<file path="src/rtl/data_mem_arbiter.sv">
// data_mem_arbiter
//
// Two-port arbiter in front of a single word-wide data memory. Each port issues
// byte/half/word loads and stores. Loads and word stores complete in one memory
// cycle. Byte/half stores use a read-modify-write sequence that takes two
// memory cycles.
//
// Ports (i in {0,1}):
//   CLK, RST_N       clock (rising edge), asynchronous active-low reset
//   REQ_i            request valid; held stable until granted
//   ADDR_i           byte address, passed through unmodified
//   WDATA_i          store data; sub-word data sits in the low bits
//   WE_i             1 = store, 0 = load
//   SIZE_i           00 byte, 01 half, 1x word
//   UNS_i            1 = zero-extend loads, 0 = sign-extend loads
//   GNT_i            combinational grant; the request is taken at this edge
//   RVALID_i         one-cycle completion pulse
//   RDATA_i          registered, extended load data
//   MEM_A/WD/WE      word memory address, write data and write enable
//   MEM_RD           combinational read of bytes MEM_A..MEM_A+3, little-endian

module data_mem_arbiter #(
    parameter int unsigned WIDTH = 32
) (
    input  logic             CLK,
    input  logic             RST_N,

    input  logic             REQ_0,
    input  logic [WIDTH-1:0] ADDR_0,
    input  logic [WIDTH-1:0] WDATA_0,
    input  logic             WE_0,
    input  logic [1:0]       SIZE_0,
    input  logic             UNS_0,
    output logic             GNT_0,
    output logic             RVALID_0,
    output logic [WIDTH-1:0] RDATA_0,

    input  logic             REQ_1,
    input  logic [WIDTH-1:0] ADDR_1,
    input  logic [WIDTH-1:0] WDATA_1,
    input  logic             WE_1,
    input  logic [1:0]       SIZE_1,
    input  logic             UNS_1,
    output logic             GNT_1,
    output logic             RVALID_1,
    output logic [WIDTH-1:0] RDATA_1,

    output logic [WIDTH-1:0] MEM_A,
    output logic [WIDTH-1:0] MEM_WD,
    output logic             MEM_WE,
    input  logic [WIDTH-1:0] MEM_RD
);

    typedef enum logic [0:0] {StIdle, StRmw} state_e;

    state_e           state_q;
    logic             ptr_q;      // port favoured when both request
    logic             own_q;      // port owning the pending read-modify-write
    logic [WIDTH-1:0] addr_q;
    logic [WIDTH-1:0] wd_q;       // merged word written in the RMW cycle
    logic             rvalid0_q, rvalid1_q;
    logic [WIDTH-1:0] rdata0_q, rdata1_q;

    logic             in_idle;
    logic             gnt0, gnt1, any_gnt, sel;
    logic [WIDTH-1:0] s_addr, s_wdata;
    logic             s_we, s_uns, s_word;
    logic [1:0]       s_size;
    logic [WIDTH-1:0] ld_data, merged;

    // Grants are masked during reset so a waiting request cannot reach memory.
    assign in_idle = RST_N && (state_q == StIdle);
    assign gnt0    = in_idle && REQ_0 && (!REQ_1 || !ptr_q);
    assign gnt1    = in_idle && REQ_1 && (!REQ_0 ||  ptr_q);
    assign any_gnt = gnt0 || gnt1;
    assign sel     = gnt1;

    assign GNT_0    = gnt0;
    assign GNT_1    = gnt1;
    assign RVALID_0 = rvalid0_q;
    assign RVALID_1 = rvalid1_q;
    assign RDATA_0  = rdata0_q;
    assign RDATA_1  = rdata1_q;

    // Selected request fields
    assign s_addr  = sel ? ADDR_1  : ADDR_0;
    assign s_wdata = sel ? WDATA_1 : WDATA_0;
    assign s_we    = sel ? WE_1    : WE_0;
    assign s_size  = sel ? SIZE_1  : SIZE_0;
    assign s_uns   = sel ? UNS_1   : UNS_0;
    assign s_word  = s_size[1];   // 10 and 11 are both word

    // Load extraction and extension
    always_comb begin
        ld_data = MEM_RD;
        if (!s_size[1]) begin
            if (s_size[0]) begin
                ld_data = s_uns ? {{(WIDTH-16){1'b0}}, MEM_RD[15:0]}
                                : {{(WIDTH-16){MEM_RD[15]}}, MEM_RD[15:0]};
            end else begin
                ld_data = s_uns ? {{(WIDTH-8){1'b0}}, MEM_RD[7:0]}
                                : {{(WIDTH-8){MEM_RD[7]}}, MEM_RD[7:0]};
            end
        end
    end

    // Sub-word store data merged into the word currently read from memory
    always_comb begin
        if (s_size[0]) begin
            merged = {MEM_RD[WIDTH-1:16], s_wdata[15:0]};
        end else begin
            merged = {MEM_RD[WIDTH-1:8], s_wdata[7:0]};
        end
    end

    // Memory port drive
    always_comb begin
        MEM_A  = '0;
        MEM_WD = '0;
        MEM_WE = 1'b0;
        if (RST_N && (state_q == StRmw)) begin
            MEM_A  = addr_q;
            MEM_WD = wd_q;
            MEM_WE = 1'b1;
        end else if (any_gnt) begin
            MEM_A = s_addr;
            if (s_we && s_word) begin
                MEM_WD = s_wdata;
                MEM_WE = 1'b1;
            end
        end
    end

    // State machine with registered completion outputs
    always_ff @(posedge CLK or negedge RST_N) begin
        if (!RST_N) begin
            state_q   <= StIdle;
            ptr_q     <= 1'b0;
            own_q     <= 1'b0;
            addr_q    <= '0;
            wd_q      <= '0;
            rvalid0_q <= 1'b0;
            rvalid1_q <= 1'b0;
            rdata0_q  <= '0;
            rdata1_q  <= '0;
        end else begin
            rvalid0_q <= 1'b0;
            rvalid1_q <= 1'b0;
            case (state_q)
                StIdle: begin
                    if (any_gnt) begin
                        ptr_q <= ~sel;
                        if (s_we && !s_word) begin
                            state_q <= StRmw;
                            own_q   <= sel;
                            addr_q  <= s_addr;
                            wd_q    <= merged;
                        end else begin
                            if (sel) begin
                                rvalid1_q <= 1'b1;
                                if (!s_we) rdata1_q <= ld_data;
                            end else begin
                                rvalid0_q <= 1'b1;
                                if (!s_we) rdata0_q <= ld_data;
                            end
                        end
                    end
                end
                StRmw: begin
                    state_q <= StIdle;
                    if (own_q) rvalid1_q <= 1'b1;
                    else       rvalid0_q <= 1'b1;
                end
                default: state_q <= StIdle;
            endcase
        end
    end

endmodule

</file>
<file path="config.mk">
export PLATFORM = sky130hd
export DESIGN_NAME = data_mem_arbiter
export DESIGN_NICKNAME = d
export VERILOG_FILES = /design/src/rtl/data_mem_arbiter.sv
export SDC_FILE = /design/constraint.sdc
export NUM_CORES = 1
export LEC_CHECK = 0
export CAP_MARGIN = 5
export CORE_ASPECT_RATIO = 2
export CORE_MARGIN = 3
export CORE_UTILIZATION = 43
export CTS_BUF_LIST = sky130_fd_sc_hd__clkbuf_8
export CTS_CLUSTER_DIAMETER = 100
export CTS_CLUSTER_SIZE = 28
export DETAILED_ROUTE_END_ITERATION = 8
export PLACE_DENSITY = 0.84
export SLEW_MARGIN = 20
export SYNTH_ARGS = -nofsm -noshare
export SYNTH_HDL_FRONTEND = slang
export SYNTH_SLANG_ARGS = --single-unit
</file>
<file path="constraint.sdc">
create_clock -name CLK -period 2.2 [get_ports CLK]
set_clock_uncertainty 0.1 [all_clocks]
set_input_delay 0.44 -clock CLK [delete_from_list [all_inputs] [get_ports CLK]]
set_output_delay 0.44 -clock CLK [all_outputs]
set_load 0.02 [all_outputs]
</file>
# Word-level counts from Yosys, hierarchy flattened
# Cells that the tools add are included.
# op_classes
n_mux	31
n_bitwise	4
reduce_logical	19
# ops
operator	count
$mux W32	11
$mux W16	1
$mux W1	15
$reduce_and A5 Y1	2
$logic_and A1 B1 Y1	8
$pmux W1 S2	3
$logic_not A1 Y1	4
$not A1 Y1	4
$logic_or A1 B1 Y1	3
$reduce_and A3 Y1	1
$mux W2	1
$reduce_and A2 Y1	1
# word_totals
ff_bits	133
input_bits	172
output_inout_bits	133
wordCells	63

# Logic depth before layout (Yosys ltp)
# Gate-level depths: netlist (run 1).
# depth
ltp_word	10
mapped_depth	7
mapped_depth_nobuf	6

# Least setup slack after synthesis (run 1)
# Ideal clock, no wire load.
# synth_path
path_kind	reg-to-output
start	reg state_q
end	out MEM_WD[2]
arrival_ns	1.843
required_time_ns	1.660
path_slack_ns	-0.183
path_stages_with_launch	8
path_buffers	1
cell_sequence	dfrtp_1 -> and3b_1 -> nand2_1 -> inv_2 -> and3_1 -> o21ai_2 -> buf_2 -> o21ai_0
# synth_via
elab_chain_len	9
word_cells_on_any_way	15
classes_between	mux: 6; bitwise: 1; reduce/logical: 8
# synth_lines
element	line	rtl
start, declared	56	state_e state_q;
start signal, assigned	137	state_q <= StIdle;
start signal, assigned	154	state_q <= StRmw;
start signal, assigned	170	state_q <= StIdle;
$not A1 Y1 (no line) *	-	
$logic_and A1 B1 Y1 *	72	assign in_idle = RST_N && (state_q == StIdle);
$logic_and A1 B1 Y1 * (2 in series)	74	assign gnt1 = in_idle && REQ_1 && (!REQ_0 || ptr_q);
via GNT_1	44	output logic GNT_1,
$mux W1 or $mux W2 (tied branches)	88, 89	
$logic_and A1 B1 Y1	127	if (s_we && s_word) begin
$mux W32	127	
$mux W32 *	125	end else if (any_gnt) begin
$mux W32 *	121	if (RST_N && (state_q == StRmw)) begin
end, declared	49	output logic [WIDTH-1:0] MEM_WD,
# Mark *: on every way through the listed nets, which the timed path passes. The rest lies on a longest branch.

# Worst setup path in the final report (run 1)
# layout_path
start	reg state_q
end	out MEM_A[0]
# layout_via
elab_chain_len	7
word_cells_on_any_way	11
classes_between	mux: 3; bitwise: 1; reduce/logical: 7
# layout_lines
element	line	rtl
$not A1 Y1 (no line)	-	
$logic_and A1 B1 Y1	72	
$logic_and A1 B1 Y1 (on tied branches) (2 in series)	74, 73	
$mux W32 or $logic_or A1 B1 Y1 (tied branches)	86, 75	
$mux W32	125	
$mux W32 *	121	
end, declared	48	output logic [WIDTH-1:0] MEM_A,
# Mark *: on every way between the ends. The rest lies on a longest branch, timed or not.

==> results of run 1 <==
## power by group through the flow
| stage | sequential, W | combinational, W | clock [W] |
|---|---|---|---|
| final | 0.00348 | 0.00348 | 0.00190 |
| after global routing | 0.00353 | 0.00365 | 0.00200 |
| after CTS | 0.00342 | 0.00322 | 0.00190 |
| after detailed placement | 0.00346 | 0.00303 | 0 |
| after global placement | 0.00343 | 0.00296 | 0 |
| after floorplan | 0.00380 | 0.00100 | 0 |
## sequential cells by signal, summed over array words and instances (netlist names)
signal,cells
RDATA_0,32
RDATA_1,32
addr_q,32
wd_q,32
RVALID_0,1
RVALID_1,1
own_q,1
ptr_q,1
state_q,1
## per-layer routing
| metal | part of all wire | track usage |
|---|---|---|
| met1 | 0.31 | 0.306 |
| met2 | 0.51 | 0.586 |
| met3 | 0.096 | 0.0925 |
| met4 | 0.079 | 0.187 |
| met5 | 0 | 0 |
## repair_timing
item | in CTS | in global routing
gates cloned | 6 | 1
hold buffers | 1 | 0
pin swaps | 24 | 14
buffers inserted | 21 | 9
hold endpoints to repair | 14 | 0
setup endpoints to repair | 84 | 71
gates resized for setup | 446 | 93
## cell type report
| class | instances | area, µm² |
|---|---|---|
| multi-input combinational | 533 | 3700 |
| clock inverter | 13 | 114 |
| sequential | 133 | 3330 |
| fill | 850 | 3010 |
| tap | 195 | 244 |
| antenna | 1 | 2.50 |
| timing repair buffer | 422 | 4330 |
| clock buffer | 17 | 234 |
| inverter | 6 | 22.5 |
## critical path: cells and delay by family, from the launching register on
kind / cells / cell delay (ns)
buffers and inverters: 4 / 0.70
AO/OA/AOI/OAI: 1 / 0.38
multiplexers: 1 / 0.16
flip-flops: 1 / 0.38
AND/OR/NAND/NOR: 2 / 0.40
## final timing paths
kind / end / depth (start not counted)
worst min-delay path: wd_q[24]$_DFFE_PN0P_ / 3
max in group asynchronous: RDATA_1[28]$_DFFE_PN0P_ / 4
worst min register to register: wd_q[17]$_DFFE_PN0P_ / 2
worst max register to register: addr_q[1]$_DFFE_PN0P_ / 11
min in group CLK: wd_q[17]$_DFFE_PN0P_ / 2
worst max-delay path: MEM_A[0] / 8
## cell families after synthesis
| family | Yosys count | share of synthesized area |
|---|---|---|
| AO/OA/AOI/OAI | 183 | 0.177 |
| buffers and inverters | 55 | 0.0401 |
| flip-flops | 133 | 0.503 |
| multiplexers | 72 | 0.110 |
| AND/OR/NAND/NOR | 278 | 0.170 |
## cell usage in the layout (no fill, tap or decap), types with 4 or more instances in the layout
cell,instances
clkdlybuf4s50_1,234
nand2_1,210
dfrtp_1,133
buf_4,102
buf_6,55
nor2_1,44
o21ai_0,32
o21ai_1,31
mux2i_1,28
o21ai_2,26
o21ai_4,19
mux2i_4,18
mux2i_2,18
a21oi_1,17
clkbuf_8,17
a221o_1,16
buf_12,16
a31oi_2,11
mux2_2,8
o22ai_1,8
o31ai_1,8
a31oi_1,6
buf_16,6
inv_1,4
clkinvlp_4,4
buf_8,4
## per-stage QoR
| stage | cell area, µm² | hold slack (ns) |
|---|---|---|
| detailed placement | 10500 | 0.316 |
| global placement | 10500 | 0.312 |
| finish | 12000 | 0.225 |
| floorplan | 6650 | 0.0444 |
| CTS | 11500 | 0.205 |
| global route | 12000 | 0.261 |
## synth_stat cells (2+ instances only)
cell        n  share of area
a21bo_1     2         0.0030
a21oi_1    17          0.013
a221o_1    16          0.024
a31oi_1     7         0.0066
a31oi_2    10          0.019
and3_1      2         0.0019
buf_2      23          0.017
buf_4       4         0.0045
buf_6       2         0.0034
clkbuf_1   20          0.011
dfrtp_1   133           0.50
inv_1       4         0.0023
inv_2       2         0.0011
mux2_2      8          0.014
mux2i_1    64          0.097
nand2_1   211           0.12
nand2b_1    4         0.0038
nor2_1     45          0.026
nor4_1      3         0.0028
o21ai_0    73          0.055
o21ai_1    33          0.025
o21ai_2     2         0.0026
o22ai_1     8         0.0076
o31ai_1     8         0.0091
or2_2       2         0.0019
==> parameters.txt, run 1 <==
Parameter                              Value

Outcome
  Outcome    finished with violations
  Violations in the final reports    setup timing

Timing
  Slew of the pin with the lowest slew margin    0.826 ns
  Setup ws final    -0.804 ns
  Max-slew violation count    0
  Part of the cycle the worst path needs    1.37
  Finish-stage setup viols    68
  Setup repair after global routing missed its margin    true
  Maximum clock frequency    333 MHz
  Final sum of negative setup slack    -29.29 ns
  Worst slew margin relative to its limit    0.449
  Number of hold-slack violations in the final timing report    0
  Shortest period the worst path allows    3.00 ns

Critical path
  Ordered list of cells on the worst path    and3b_2 > nand2_4 > buf_4 > buf_12 > buf_4 > mux2i_2 > o21ai_1 > buf_4
  Setup crit start    state_q$_DFF_PN0_
  Crit path largest cell delay    0.38 ns
  Largest driver fanout on the critical path    11
  Library cell contributing the largest single delay on the critical path    dfrtp_1
  CP Class    reg2out
  R2r startpoint    state_q$_DFF_PN0_
  Critical Path Most Common Cell    buf_4
  Worst EP arrival    2.46 ns
  Data required time of the worst path    1.66 ns
  Element type at the critical path end    primary output
  Critical Path Source Type    flop
  Worst setup slack for register-to-register paths    -0.08 ns

Clock network
  CTS sink count    133
  Clock Pin Slew Worst Setup and Hold Paths    0.08 ns
  TritonCTS clock tree    yes
  Clock Tree Root    clkbuf_8
  Number of buffers created by CTS    17
  Clock Latency Late Sink    0.46 ns
  Number of H-tree levels    4
  Max Root-Sink Buffers    2

Synthesis
  Leading register cell type out of synthesis    dfrtp_1
  Synthesis warning total    0
  Netlist Area Pre-Place    0.00662 mm²
  Average footprint of a synthesized cell    9.18 µm²
  Number of distinct standard cells referenced by the synthesized netlist    43
  Flip-flop and latch count after synthesis    133
  Number of instances in the synthesized netlist    721
  Share of the yosys chip area belonging to registers    0.503
  Async set-reset flop share out of synthesis    1.00
  Post-Syn Nets    893
  Number of synthesized flops with an enable pin    0

Die
  Core area    0.0150 mm²
  Floorplan row count    63
  Y dimension of the die    181 µm
  Width of the die    93.7 µm
  Total Die Area    0.0170 mm²
  Initial Utilization    0.442
  Ports    305

Power and ir drop
  Share of total power consumed by net switching    0.361
  Peak supply drop    0.000623 V
  Leakage power summed over all cells    5.38 nW
  Sequential group share of total power    0.393
  Fraction of power consumed by the clock network    0.214
  Total internal power    0.00566 W
  Pwr per Cell Area    740 mW/mm²
  Proportion of power drawn by combinational gates    0.393
  Overall Power    0.00886 W
  NetSw    0.00320 W

Global routing
  Pin count of the biggest net entering global routing    65
  Via count of the first global-routing pass    7722
  Total gr overflow    0
  Antenna violations before repair    1
  Total routing resource utilization after global routing    0.320
  Wire length of the first global-routing pass    41.1 mm

Cells and area
  Fin cells    1320
  Util after Layout    0.799
  Area added between synthesis and finish    80.8%
  Fraction of layout cells with a size suffix above 1    0.299
  NumNets Final    1285

Route
  Detailed-routing iteration count for the pre-antenna-repair pass    6
  Final wirelength    32.3 mm
  Vias/cell    5.85
  Post-DRT Antenna Nets    0
  Count of unresolved DRC violations after routing    0
  Total via count in the routed design    7724
  Drt wl/cell    24.5 µm
  Starting DRC count in detailed routing    670

Placement
  GP Congestion    0.960
  Estimated wirelength of the detail-placed design    19.3 mm
  Number of cells in the design after placement    1256
  Number of buffers inserted by port buffering    304
  Worst slack at placement    -0.956 ns

Flow run
  Max-capacitance violation count    0

Hold path
  Min-Delay Path Class    in2async
No activity file was read; power rests on OpenSTA's default activity.
==> run 2, diff against run 1 <==
TNS_END_PERCENT = 1   (was default)
==> run 2 against run 1 <==
  * The flow still finishes with violations (setup timing)
  * Global-route usage down 2.7 points
  * Die area unchanged
  * Via count down 8.0%
  * Non-clock buffer count down 17
  * Largest power group unchanged
  * Fmax up 9.5%
  * Cell count down 1.2%
  * Power down 4.6%
  * Critical path depth unchanged
  * Largest cell class unchanged
  * Sequential power down 1%
  * Design area down 5.1%
==> parameters.txt, run 2 (synthesized netlist as in run 1, its figures left out) <==
Parameter                              Value

Outcome
  Outcome    finished with violations (unchanged)
  Violations in the final reports    setup timing (unchanged)

Critical path
  Critical Path Most Common Cell    buf_6 (was buf_4)
  Worst EP arrival    2.20 ns (was 2.46 ns)
  Element type at the critical path end    primary output (unchanged)
  Library cell contributing the largest single delay on the critical path    dfrtp_1 (unchanged)
  Ordered list of cells on the worst path    and3b_2 > nand2_4 > and3_4 > o21ai_4 > buf_6 > clkbuf_16 > o21ai_2 > buf_6 (was and3b_2 > nand2_4 > buf_4 > buf_12 > buf_4 > mux2i_2 > o21ai_1 > buf_4)
  CP Class    reg2out (unchanged)
  Critical Path Source Type    flop (unchanged)
  Crit path largest cell delay    0.39 ns (was 0.38 ns)
  Largest driver fanout on the critical path    8 (was 11)
  Data required time of the worst path    1.66 ns (about the same)
  Worst setup slack for register-to-register paths    0.19 ns (was -0.08 ns)

Clock network
  Number of H-tree levels    4 (unchanged)
  Clock Pin Slew Worst Setup and Hold Paths    0.08 ns (about the same)
  Number of hold-repair buffers added at the cts stage    0 (was 1)
  TritonCTS clock tree    yes (unchanged)
  CTS sink count    133 (unchanged)
  Clock Latency Late Sink    0.41 ns (was 0.46 ns)
  Clock Tree Root    clkbuf_8 (unchanged)
  Number of buffers created by CTS    17 (unchanged)
  Max Root-Sink Buffers    2 (unchanged)

Route
  Post-DRT Antenna Nets    0 (unchanged)
  Count of unresolved DRC violations after routing    0 (unchanged)
  Final wirelength    26.9 mm (was 32.3 mm)
  Starting DRC count in detailed routing    425 (was 670)
  Vias/cell    5.45 (was 5.85)
  Total via count in the routed design    7109 (was 7724)
  Detailed-routing iteration count for the pre-antenna-repair pass    5 (was 6)
  Drt wl/cell    20.6 µm (was 24.5 µm)

Power and ir drop
  Sequential group share of total power    0.406 (was 0.393)
  Total internal power    0.00558 W (was 0.00566 W)
  Pwr per Cell Area    744 mW/mm² (was 740 mW/mm²)
  NetSw    0.00287 W (was 0.00320 W)
  Peak supply drop    0.000690 V (was 0.000623 V)
  Proportion of power drawn by combinational gates    0.374 (was 0.393)
  Share of total power consumed by net switching    0.340 (was 0.361)
  Fraction of power consumed by the clock network    0.219 (was 0.214)
  Overall Power    0.00845 W (was 0.00886 W)
  Leakage power summed over all cells    5.27 nW (was 5.38 nW)

Timing
  Part of the cycle the worst path needs    1.25 (was 1.37)
  Maximum clock frequency    364 MHz (was 333 MHz)
  Slew of the pin with the lowest slew margin    0.765 ns (was 0.826 ns)
  Number of hold-slack violations in the final timing report    0 (unchanged)
  Shortest period the worst path allows    2.74 ns (was 3.00 ns)
  Setup ws final    -0.544 ns (was -0.804 ns)
  Finish-stage setup viols    66 (was 68)
  Setup repair after global routing missed its margin    true (unchanged)
  Worst slew margin relative to its limit    0.490 (was 0.449)
  Max-slew violation count    0 (unchanged)
  Final sum of negative setup slack    -26.36 ns (was -29.29 ns)

Global routing
  Pin count of the biggest net entering global routing    61 (was 65)
  Total routing resource utilization after global routing    0.293 (was 0.320)
  Total gr overflow    0 (unchanged)
  Wire length of the first global-routing pass    38.2 mm (was 41.1 mm)
  Via count of the first global-routing pass    7157 (was 7722)
  Antenna violations before repair    0 (was 1)

Placement
  Worst slack at placement    -0.947 ns (was -0.956 ns)
  Placed Area    0.0105 mm² (about the same)
  Estimated wirelength of the detail-placed design    19.5 mm (was 19.3 mm)
  GP Congestion    0.953 (was 0.960)
  Number of buffers inserted by port buffering    304 (unchanged)

Cells and area
  Number of diodes added for antenna fixing    0 (was 1)
  Area added between synthesis and finish    71.7% (was 80.8%)
  Leading cell types in the layout, fill and taps excluded    234 x clkdlybuf4s50_1, 210 x nand2_1, 133 x dfrtp_1 (unchanged)
  Final cell area excluding filler cells    0.0114 mm² (was 0.0120 mm²)
  NumNets Final    1268 (was 1285)
  Fillers    1004 (was 850)
  Fraction of layout cells with a size suffix above 1    0.261 (was 0.299)
  Leading cell type in the layout, fill and taps excluded    clkdlybuf4s50_1 (unchanged)

Die
  Y dimension of the die    181 µm (unchanged)
  Width of the die    93.7 µm (unchanged)
  Ports    305 (unchanged)
  Initial Utilization    0.442 (unchanged)
  Floorplan row count    63 (unchanged)
  Core area    0.0150 mm² (unchanged)
  Total Die Area    0.0170 mm² (unchanged)

Hold path
  Min-Delay Path Class    in2async (unchanged)

Flow run
  Max-capacitance violation count    0 (unchanged)
==> run 2: power by group through the flow <==
stage / Clock (W) / Combinational (W) / Sequential [W]
after detailed placement: 0 / 0.00301 / 0.00346
final: 0.00185 / 0.00316 / 0.00343
after CTS: 0.00188 / 0.00299 / 0.00342
after floorplan: 0 / 0.000987 / 0.00380
after global placement: 0 / 0.00294 / 0.00343
after global routing: 0.00200 / 0.00338 / 0.00350
==> run 2: critical path, delay by kind of cell, from the launching register on <==
kind / cells / cell delay (ns)
compound gates: 2 / 0.32
simple gates: 3 / 0.60
flops: 1 / 0.39
buf+inv: 3 / 0.47
==> run 2: final timing paths <==
path | end | cells past startpoint | startpoint
worst max-delay path | MEM_WD[2] | 8 | state_q$_DFF_PN0_
worst min-delay path | addr_q[25]$_DFFE_PN0P_ | 3 | RST_N
worst max register to register | RDATA_0[22]$_DFFE_PN0P_ | 7 | state_q$_DFF_PN0_
worst min register to register | RDATA_0[2]$_DFFE_PN0P_ | 2 | RDATA_0[2]$_DFFE_PN0P_
max in group asynchronous | addr_q[9]$_DFFE_PN0P_ | 4 | RST_N
min in group CLK | RDATA_0[2]$_DFFE_PN0P_ | 2 | RDATA_0[2]$_DFFE_PN0P_
==> run 2: per-stage QoR <==
step,utilization,instances,hold WS [ns]
3_5_place_dp,0.703,1259,0.361
4_1_cts,0.717,1292,0.00642
3_3_place_gp,0.703,1259,0.360
2_1_floorplan,-,721,0.0444
5_1_grt,0.759,1304,0.0475
6_report,0.759,1304,0.0518
==> run 2: routing by layer <==
metal / track usage / vias up / part of all wire
met5: 0 / - / 0
met2: 0.537 / 366 / 0.53
met1: 0.304 / 3378 / 0.32
met3: 0.0655 / 116 / 0.079
li1: - / 3249 / -
met4: 0.145 / 0 / 0.071
==> run 2: what timing repair did <==
| item | 4_1_cts | 5_1_grt |
|---|---|---|
| buffers inserted | 0 | 8 |
| gates resized for setup | 220 | 269 |
| pin swaps | 2 | 16 |
| gates cloned | 1 | 4 |
| hold endpoints to repair | 0 | 0 |
| endpoints found under the setup margin | 77 | 96 |
==> run 2: layout make-up <==
cell class / count / area (µm²) / share of cell area
tap: 195 / 244 / 0.0215
sequential: 133 / 3330 / 0.293
multi-input combinational: 533 / 3370 / 0.297
clock buffer: 19 / 262 / 0.0230
clock inverter: 13 / 95.1 / 0.00837
inverter: 6 / 22.5 / 0.00198
timing repair buffer: 405 / 4040 / 0.356
==> patch, RTL diff (config.mk and constraints of run 2) <==
The parameter `WIDTH` goes from 32 to 28.
--- a/src/rtl/data_mem_arbiter.sv
+++ b/src/rtl/data_mem_arbiter.sv
@@ -20,7 +20,7 @@
 //   MEM_RD           combinational read of bytes MEM_A..MEM_A+3, little-endian
 
 module data_mem_arbiter #(
-    parameter int unsigned WIDTH = 32
+    parameter int unsigned WIDTH = 28
 ) (
     input  logic             CLK,
     input  logic             RST_N,
Interface: changed (9 resized); port bits go from 305 to 269. The function was not compared with the original's and may differ.
==> patch against run 2 <==
- the flow still finishes with violations (setup timing)
- synthesized area shrank 12%
- sequential power shrank 12%
- global-route usage shrank 0.60 points
- routed wire length shrank 19%
- count of clock-buffer cells in the layout shrank 1
- critical endpoint is now MEM_WD[26]
- clock power grew 2%
- sequential cell count shrank 16
- total power shrank 9.1%
- final area shrank 11%
- worst setup slack gained 0.024 ns
- sequential share of layout area shrank 0.31 points
- core utilization grew 1.0 points
- register-to-register slack lost 0.14 ns
==> patch: results (changes against run 2) <==
[pwr]
p_comb_mw=2.76  ; -13%
p_seq_mw=3.03  ; -12%
p_sw_share_pct=34.3  ; +0.38 points
vdd_ir_drop_max_uv=427  ; -38%

[worst_setup_path]
worst-endpoint-arrival_ns=2.18  ; -0.02 ns
cp_max_fo=19  ; +11
worst_path_dominant_cell_family=buffers and inverters

[global_routing]
grt_pass1_wl_um=32900  ; -14%
grt_start_max_net_pins=73  ; +20%
grt.total_usage_pct=28.7  ; -0.60 points
grt_pass1_vias=6591  ; -7.9%

[status]
status=complete, but fails checks
violations=setup timing

[clock_network]
clkLatencyLatePin_ns=0.43  ; +0.02 ns

[placed_design]
dp.cells=1093  ; -13%
gp_congestion=0.869  ; -8.9%
portBuffers=268  ; -12%

[yosys]
yosysUniqueCellTypes=42  ; -2.3%
synth_area_leaders=dfrtp_1 50%, nand2_1 12%, mux2i_1 9.6%, o21ai_1 7.3%, nor2_1 2.6%
ys_warn_count=0  ; unchanged
yosysSeqAreaShare_pct=50.1  ; -0.21 points
syn_nets=792  ; -11%

[layout]
drive_gt1_share_pct=24.8  ; -1.4 points
fin_nets=1120  ; -12%
n_fill_cell=879  ; -12%

[detailed_routing]
drt-initial-drc-count=298  ; -30%
wl_per_cell_um=19.2  ; -6.7%
avgViaCountPerCell=5.51  ; +1.0%
vias=6240  ; -12%

[sta]
setup_slack_ns=-0.519  ; +0.0244 ns
maxSlewHeadroom_pct=37.2  ; -12 points
setup_viol=58  ; -12%

patch: cell types whose count changed after synthesis, moves of 4 or more:
cell / before / now
mux2i_1: 64 / 56
mux2_1: 0 / 8
o21ai_0: 73 / 11
nand2_1: 211 / 182
nor2_1: 45 / 41
clkbuf_1: 20 / 16
a31oi_1: 7 / 3
dfrtp_1: 133 / 117
a221o_1: 16 / 12
mux2_2: 8 / 0
o21ai_1: 33 / 85
patch: tightest hold or removal path, delay by kind of cell:
family	cells	cell delay [ns]
buf+inv	3	0.51
patch: cell type report:
cell class,instances,area share [%]
Clock inverter,14,1.26
Tap cell,152,1.88
Multi-Input combinational cell,473,29.6
Sequential cell,117,29.0
Timing Repair Buffer,353,35.6
Inverter,6,0.223
Clock buffer,18,2.45
patch: through the flow:
| stage | setup slack, ns | power [mW] | TNS, ns | hold slack, ns | area, um2 |
|---|---|---|---|---|---|
| after floorplan | -0.0327 | 4.25 | -0.455 | 0.0444 | 5970 |
| after global placement | -0.964 | 5.64 | -73.38 | 0.358 | 9460 |
| after detailed placement | -0.990 | 5.75 | -76.30 | 0.362 | 9460 |
| after CTS | -0.561 | 7.67 | -25.24 | 0.0177 | 9900 |
| after global routing | -0.607 | 8.07 | -29.07 | 0.0388 | 10100 |
| final | -0.519 | 7.68 | -23.68 | 0.0348 | 10100 |
patch: repair_timing:
action | in CTS | in global routing
setup endpoints to repair | 59 | 59
pin swaps | 10 | 5
gates resized for setup | 299 | 64
gates cloned | 3 | 1
setup buffers | 4 | 0
patch: cell families (layout without fill, tap and decap cells):
group / after synthesis / count (layout) / synth area share [%]
and+or+nand+nor: 246 / 246 / 17.2
muxes: 64 / 64 / 11.1
AOI/OAI and AO/OA: 163 / 163 / 17.6
DFF: 117 / 117 / 50.1
buffers and inverters: 50 / 391 / 4.04
patch: worst paths after layout:
kind                                           end  depth (start not counted)                   start  slack [ns]
min in group CLK            RDATA_0[1]$_DFFE_PN0P_                          2  RDATA_0[1]$_DFFE_PN0P_        0.38
hold / removal              addr_q[27]$_DFFE_PN0P_                          3                   RST_N        0.03
setup reg to reg           RDATA_0[18]$_DFFE_PN0P_                          9       state_q$_DFF_PN0_        0.05
hold reg to reg             RDATA_0[1]$_DFFE_PN0P_                          2  RDATA_0[1]$_DFFE_PN0P_        0.38
max in group asynchronous      wd_q[1]$_DFFE_PN0P_                          3                   RST_N        1.08
setup / recovery                        MEM_WD[26]                          8       state_q$_DFF_PN0_       -0.52
patch: routing by layer:
| layer | global-route usage (%) | share of wire, % |
|---|---|---|
| met2 | 51.4 | 55 |
| met4 | 17.4 | 6.1 |
| met5 | 0 | 0 |
| met3 | 6.12 | 5.1 |
| met1 | 29.5 | 34 |
